## config.mk

```make
export PLATFORM = sky130hd
export DESIGN_NAME = dmem_responder
export DESIGN_NICKNAME = d
export VERILOG_FILES = /design/src/rtl/dmem_pkg.sv /design/src/rtl/dmem_array.sv /design/src/rtl/dmem_responder.sv
export SDC_FILE = /design/constraint.sdc
export NUM_CORES = 2
export LEC_CHECK = 0
export BUFFER_PORTS_ARGS = -buffer_cell sky130_fd_sc_hd__buf_2
export CAP_MARGIN = 15
export CORE_UTILIZATION = 45
export DETAILED_ROUTE_END_ITERATION = 8
export PLACE_DENSITY_LB_ADDON = 0.12
export SLEW_MARGIN = 30
export SYNTH_ARGS = -nofsm -noshare
export SYNTH_HDL_FRONTEND = slang
export SYNTH_SLANG_ARGS = --single-unit
```

## constraint.sdc

```tcl
create_clock -name clk -period 4.4 [get_ports clk]
set_input_delay 0.44 -clock clk [delete_from_list [all_inputs] [get_ports clk]]
set_output_delay 0.44 -clock clk [all_outputs]
set_load 0.005 [all_outputs]
```

## src/rtl/dmem_pkg.sv

```systemverilog
// Shared definitions for the data-memory responder: state encoding and limits.
package dmem_pkg;

    localparam int unsigned DMEM_DEPTH_LOG2 = 6;
    localparam logic [7:0]  DROP_CNT_MAX    = 8'hFF;

    // Encoding 2'd3 is never produced and is decoded as IDLE by the FSM.
    typedef enum logic [1:0] {
        ST_CLEAR = 2'd0,
        ST_IDLE  = 2'd1,
        ST_LOAD  = 2'd2
    } dmem_state_e;

endpackage

```

## src/rtl/dmem_array.sv

```systemverilog
// Word storage: one synchronous write port, one asynchronous read port, no reset.
module dmem_array #(
    parameter int unsigned WIDTH      = 32,
    parameter int unsigned DEPTH_LOG2 = 6
) (
    input  logic                  clk,
    input  logic                  wr_en,
    input  logic [DEPTH_LOG2-1:0] wr_addr,
    input  logic [WIDTH-1:0]      wr_data,
    input  logic [DEPTH_LOG2-1:0] rd_addr,
    output logic [WIDTH-1:0]      rd_data
);

    logic [WIDTH-1:0] mem_q [2**DEPTH_LOG2];

    always_ff @(posedge clk) begin
        if (wr_en) begin
            mem_q[wr_addr] <= wr_data;
        end
    end

    assign rd_data = mem_q[rd_addr];

endmodule

```

## src/rtl/dmem_responder.sv

```systemverilog
// CPU data-memory responder with post-reset sequential clear and a valid/ready
// streaming loader; CPU traffic is honoured only while idle.
module dmem_responder
    import dmem_pkg::*;
#(
    parameter int unsigned WIDTH          = 32,
    parameter int unsigned DEPTH_LOG2     = DMEM_DEPTH_LOG2,
    parameter bit          CLEAR_ON_RESET = 1'b1
) (
    input  logic                  clk,
    input  logic                  reset,
    input  logic [DEPTH_LOG2-1:0] dmem_addr,
    input  logic                  dmem_w_en,
    input  logic [WIDTH-1:0]      dmem_wdata,
    output logic [WIDTH-1:0]      dmem_rdata,
    input  logic                  load_start,
    input  logic [DEPTH_LOG2-1:0] load_base,
    input  logic                  load_valid,
    input  logic [WIDTH-1:0]      load_data,
    input  logic                  load_last,
    output logic                  load_ready,
    output logic                  mem_ready,
    output logic [7:0]            drop_cnt
);

    localparam dmem_state_e           RST_STATE = CLEAR_ON_RESET ? ST_CLEAR : ST_IDLE;
    localparam logic [DEPTH_LOG2-1:0] PTR_ONE   = 1;

    dmem_state_e           state_q, state_d;
    logic [DEPTH_LOG2-1:0] clr_cnt_q, clr_cnt_d;
    logic [DEPTH_LOG2-1:0] load_ptr_q, load_ptr_d;
    logic [7:0]            drop_cnt_q, drop_cnt_d;
    logic                  load_ready_q, load_ready_d;
    logic                  mem_ready_q, mem_ready_d;

    logic                  wr_en;
    logic [DEPTH_LOG2-1:0] wr_addr;
    logic [WIDTH-1:0]      wr_data;
    logic [WIDTH-1:0]      rd_data;
    logic                  cpu_drop;

    always_comb begin
        state_d    = state_q;
        clr_cnt_d  = clr_cnt_q;
        load_ptr_d = load_ptr_q;
        drop_cnt_d = drop_cnt_q;
        wr_en      = 1'b0;
        wr_addr    = dmem_addr;
        wr_data    = dmem_wdata;
        cpu_drop   = 1'b0;

        // The single write port is owned by whichever source the state selects.
        case (state_q)
            ST_CLEAR: begin
                wr_en     = 1'b1;
                wr_addr   = clr_cnt_q;
                wr_data   = '0;
                clr_cnt_d = clr_cnt_q + PTR_ONE;
                cpu_drop  = dmem_w_en;
                if (clr_cnt_q == '1) begin
                    state_d = ST_IDLE;
                end
            end
            ST_LOAD: begin
                wr_en    = load_valid & load_ready_q;
                wr_addr  = load_ptr_q;
                wr_data  = load_data;
                cpu_drop = dmem_w_en;
                if (load_valid & load_ready_q) begin
                    load_ptr_d = load_ptr_q + PTR_ONE;
                    if (load_last) begin
                        state_d = ST_IDLE;
                    end
                end
            end
            default: begin
                wr_en = dmem_w_en;
                if (load_start) begin
                    state_d    = ST_LOAD;
                    load_ptr_d = load_base;
                end
            end
        endcase

        if (cpu_drop && (drop_cnt_q != DROP_CNT_MAX)) begin
            drop_cnt_d = drop_cnt_q + 8'd1;
        end

        load_ready_d = (state_d == ST_LOAD);
        mem_ready_d  = (state_d != ST_LOAD) && (state_d != ST_CLEAR);
    end

    always_ff @(posedge clk or posedge reset) begin
        if (reset) begin
            state_q      <= RST_STATE;
            clr_cnt_q    <= '0;
            load_ptr_q   <= '0;
            drop_cnt_q   <= '0;
            load_ready_q <= 1'b0;
            mem_ready_q  <= !CLEAR_ON_RESET;
        end else begin
            state_q      <= state_d;
            clr_cnt_q    <= clr_cnt_d;
            load_ptr_q   <= load_ptr_d;
            drop_cnt_q   <= drop_cnt_d;
            load_ready_q <= load_ready_d;
            mem_ready_q  <= mem_ready_d;
        end
    end

    dmem_array #(
        .WIDTH      (WIDTH),
        .DEPTH_LOG2 (DEPTH_LOG2)
    ) u_array (
        .clk     (clk),
        .wr_en   (wr_en),
        .wr_addr (wr_addr),
        .wr_data (wr_data),
        .rd_addr (dmem_addr),
        .rd_data (rd_data)
    );

    assign dmem_rdata = (state_q == ST_CLEAR) ? '0 : rd_data;
    assign load_ready = load_ready_q;
    assign mem_ready  = mem_ready_q;
    assign drop_cnt   = drop_cnt_q;

endmodule

```

==> reports/metrics.yaml <==
yosys:
  syn_nets: 3558
  synthDistinctLibCells: 51
  yosysWarnings: 0
  syn_inst: 3473
  yosysSeqAreaShare: 0.7770
  syn_area_um2: 79890
  synth_flop_cell: "edfxtp_1"
  synth-edff-count: 2048
  async_reset_ff_frac: 0.01111
  ys_ff_latch: 2071
  avgSynthCellArea_um2: 23.00
setup_path:
  critPathLaunchType: "register"
  slowest_stage: "nand2_1"
  endpoint_kind: "primary output"
  critical-path-max-stage-delay_ns: 0.66
  criticalPathCategory: "reg2out"
  cp_cell_sequence: "or2_2 > nand2_1 > nor2_1 > buf_4 > a22oi_1 > o21ai_0 > buf_2"
  cp_data_required_time_ns: 3.96
  critical_path_arrival_ns: 3.71
  worst-path-max-fanout: 25
route:
  vias_per_cell: 6.248
  drc_errors: 16
  first_iter_violations: 4959
  final_antenna_net_count: 0
  wl_per_cell_um: 36.51
  wirelength_um: 234300
  vias: 40100
  firstDrtPassIters: 8
global_route:
  grt_util_all_layers: 0.2619
  overflow: 0
  grt_max_degree: 82
  grt_pass1_vias: 40250
  grt_first_pass_wirelength_um: 322700
  antenna_found_initial: 13
timing:
  hold_violations: 0
  worst_pin_slew_ns: 0.9299
  min_period_ns: 4.155
  finalWorstSetupSlack_ns: 0.2453
  slew_violations: 0
  setup_viol: 0
  slew_headroom: 0.3777
  rsz0062_at_grt: "false"
  post-route-period-util: 0.9442
  fmax_mhz: 240.7
  clock_skew_ns: 0.02525
clocking:
  root_buffer: "clkbuf_16"
  cts_tree: "done"
  cts.htree.levels: 4
  cts-buffers-inserted: 208
  clkTransAtPathRegs_ns: 0.06
  clk_latency_ns: 0.85
  clock_sinks: 2071
  clk_path_buf_depth: 3
  postCtsSetupRepairBufs: 0
pwr:
  clkPwrFrac: 0.330
  vdd_drop_max_mv: 0.4739
  power_leakage_nw: 29.63
  switching_power_mw: 14.18
  switching_share: 0.2742
  seqPwrFrac: 0.502
  power_frac_comb: 0.168
  powerDensity_nw_per_um2: 556.5
  p_int_mw: 37.54
placement:
  place_congestion: 0.8337
  port_buffers: 123
  post-dp-hpwl_um: 133700
  dp.cells: 6039
  pre_cts_ws_ns: 0.4104
min_path:
  min_path_type: "in2reg"
finish:
  insertedDiodeCount: 0
  multiInputGateArea_um2: 17510
  final_layout_size_suffix_gt1_frac: 0.3409
  syn_to_final_growth_pct: 16.32
  final-seq-area_um2: 62080
  fillers: 13430
  final_cells: 6417
  nNetsFinal: 4006
die:
  fp.dieH_um: 423.4
  dieArea_um2: 179200
  rows: 154
  initial_core_util: 0.4531
  core-area_um2: 176300
  ios: 124
  die_width_um: 423.4
flow_run:
  cap_violations: 0
status:
  failed_checks: "design-rule violations"
  status: "complete, but fails checks"
[worst max-delay path, delay by kind of cell, from the launching register on]
kind / cells / cell delay, ns
DFF: 1 / 0.60
and+or+nand+nor: 3 / 1.26
buffers and inverters: 2 / 0.40
AOI/OAI and AO/OA: 2 / 0.57
[cell usage after synthesis (3+ instances only)]
master,count,area share
o221ai_1,12,0.0013
buf_6,7,0.00099
mux2_2,33,0.0047
nor3_1,6,0.00038
a221o_1,4,0.00050
a221oi_1,12,0.0013
a22oi_1,48,0.0045
a21oi_1,29,0.0018
nor2b_1,10,0.00078
a22o_1,23,0.0025
xnor2_1,8,0.00088
or4_1,3,0.00028
inv_1,6,0.00028
a211oi_1,3,0.00028
nand2b_1,9,0.00070
mux4_2,555,0.16
mux2i_1,97,0.012
nand4_1,10,0.00078
clkbuf_1,60,0.0028
dfrtp_1,23,0.0072
buf_1,24,0.0011
a31oi_1,11,0.00086
edfxtp_1,2048,0.77
buf_2,50,0.0031
o22ai_1,17,0.0013
and3_1,3,0.00023
o21a_1,7,0.00066
and2_1,4,0.00031
buf_4,43,0.0040
nand2_1,102,0.0048
xor2_1,4,0.00044
or2_2,4,0.00031
a21boi_0,3,0.00028
o211ai_1,8,0.00075
ha_1,3,0.00047
o21ai_0,50,0.0031
nor2_1,96,0.0045
nand3_1,18,0.0011
[metal layers]
layer  track usage  vias up  part of all wire
met5             0        -           0.00015
met4       0.06450        6             0.023
met3       0.03649      319             0.072
met2        0.4319     1892              0.50
met1        0.3703    22130              0.41
li1              -    15750                 -
[state kept, by name, summed over array words and instances (netlist names)]
| name | count |
|---|---|
| u_array.mem_q | 2048 |
| state_q | 2 |
| clr_cnt_q | 6 |
| load_ready | 1 |
| load_ptr_q | 6 |
| drop_cnt | 8 |
[repair_timing]
item	4_1_cts	5_1_grt
hold buffers	11	0
gates resized for setup	1	0
endpoints found under the hold margin	32	0
setup endpoints to repair	1	0
[final cells by class]
| class | instances | share of cell area |
|---|---|---|
| Clock inverter | 109 | 0.01096 |
| Clock buffer | 257 | 0.05866 |
| Timing Repair Buffer | 422 | 0.04224 |
| Multi-Input combinational cell | 1212 | 0.1884 |
| Inverter | 6 | 0.0002424 |
| Tap cell | 2340 | 0.03151 |
| Sequential cell | 2071 | 0.6680 |
[path summary, 6_finish.rpt]
path / from / to / slack (ns) / depth (start not counted)
max: state_q[0] / dmem_rdata[10] / 0.25 / 7
min in group asynchronous: reset / load_ptr_q[5] / 0.19 / 3
max reg2reg: state_q[1] / u_array.mem_q[53][23] / 0.99 / 7
min: dmem_wdata[17] / u_array.mem_q[6][17] / 0.11 / 3
max in group asynchronous: reset / state_q[0] / 3.78 / 3
min reg2reg: drop_cnt[5] / drop_cnt[5] / 0.51 / 1
[cell usage in the layout, fill, tap and decap left out, types with 5 or more instances in the layout]
cell type,instances
o21ai_4,10
buf_12,72
nor2_4,64
a22oi_1,47
o21ai_0,39
nor2b_1,8
o221ai_1,12
a31oi_1,11
bufinv_16,16
edfxtp_1,2048
mux4_2,555
inv_1,5
clkinv_1,43
a22o_2,19
inv_6,8
dlygate4sd3_1,11
o22ai_1,17
buf_16,5
mux2_2,33
a221oi_1,12
clkbuf_16,210
nor2_1,31
o21a_1,7
nor3_1,5
clkinv_8,5
clkbuf_1,45
mux2i_1,97
xnor2_1,8
a21oi_1,29
o211ai_1,8
nand4_1,10
buf_2,119
buf_4,211
nand3_1,18
clkinv_2,28
nand2b_1,9
nand2_1,102
dfrtp_1,22
[metrics by stage]
step           hold WS (ns)  cell area [µm²]  TNS, ns  power [mW]    util
5_1_grt             0.07507            92930        0       53.13  0.5271
4_1_cts              0.1042            92890        0       51.87  0.5269
6_report             0.1126            92930        0       51.72  0.5271
2_1_floorplan        0.4419            79890   -1.216       30.27       -
3_3_place_gp         0.4719            86180        0       34.43  0.4888
3_5_place_dp         0.4973            86310        0       34.98  0.4895
[power by group through the flow]
stage	Sequential, mW	Combinational, mW	Clock, mW
finish	26.0	8.70	17.1
global route	26.0	9.09	18.0
CTS	25.9	8.65	17.3
detailed placement	26.4	8.62	0
global placement	26.3	8.16	0
floorplan	26.4	3.89	0
[logic make-up after synthesis]
group / share of synthesized area
AND/OR/NAND/NOR: 0.01518
multiplexers: 0.1733
XOR/XNOR: 0.001316
adder cells (fa/ha/maj): 0.0004699
buffers and inverters: 0.01239
AO/OA/AOI/OAI: 0.02041
flip-flops: 0.7770
Power figures use the tool's default switching activity.
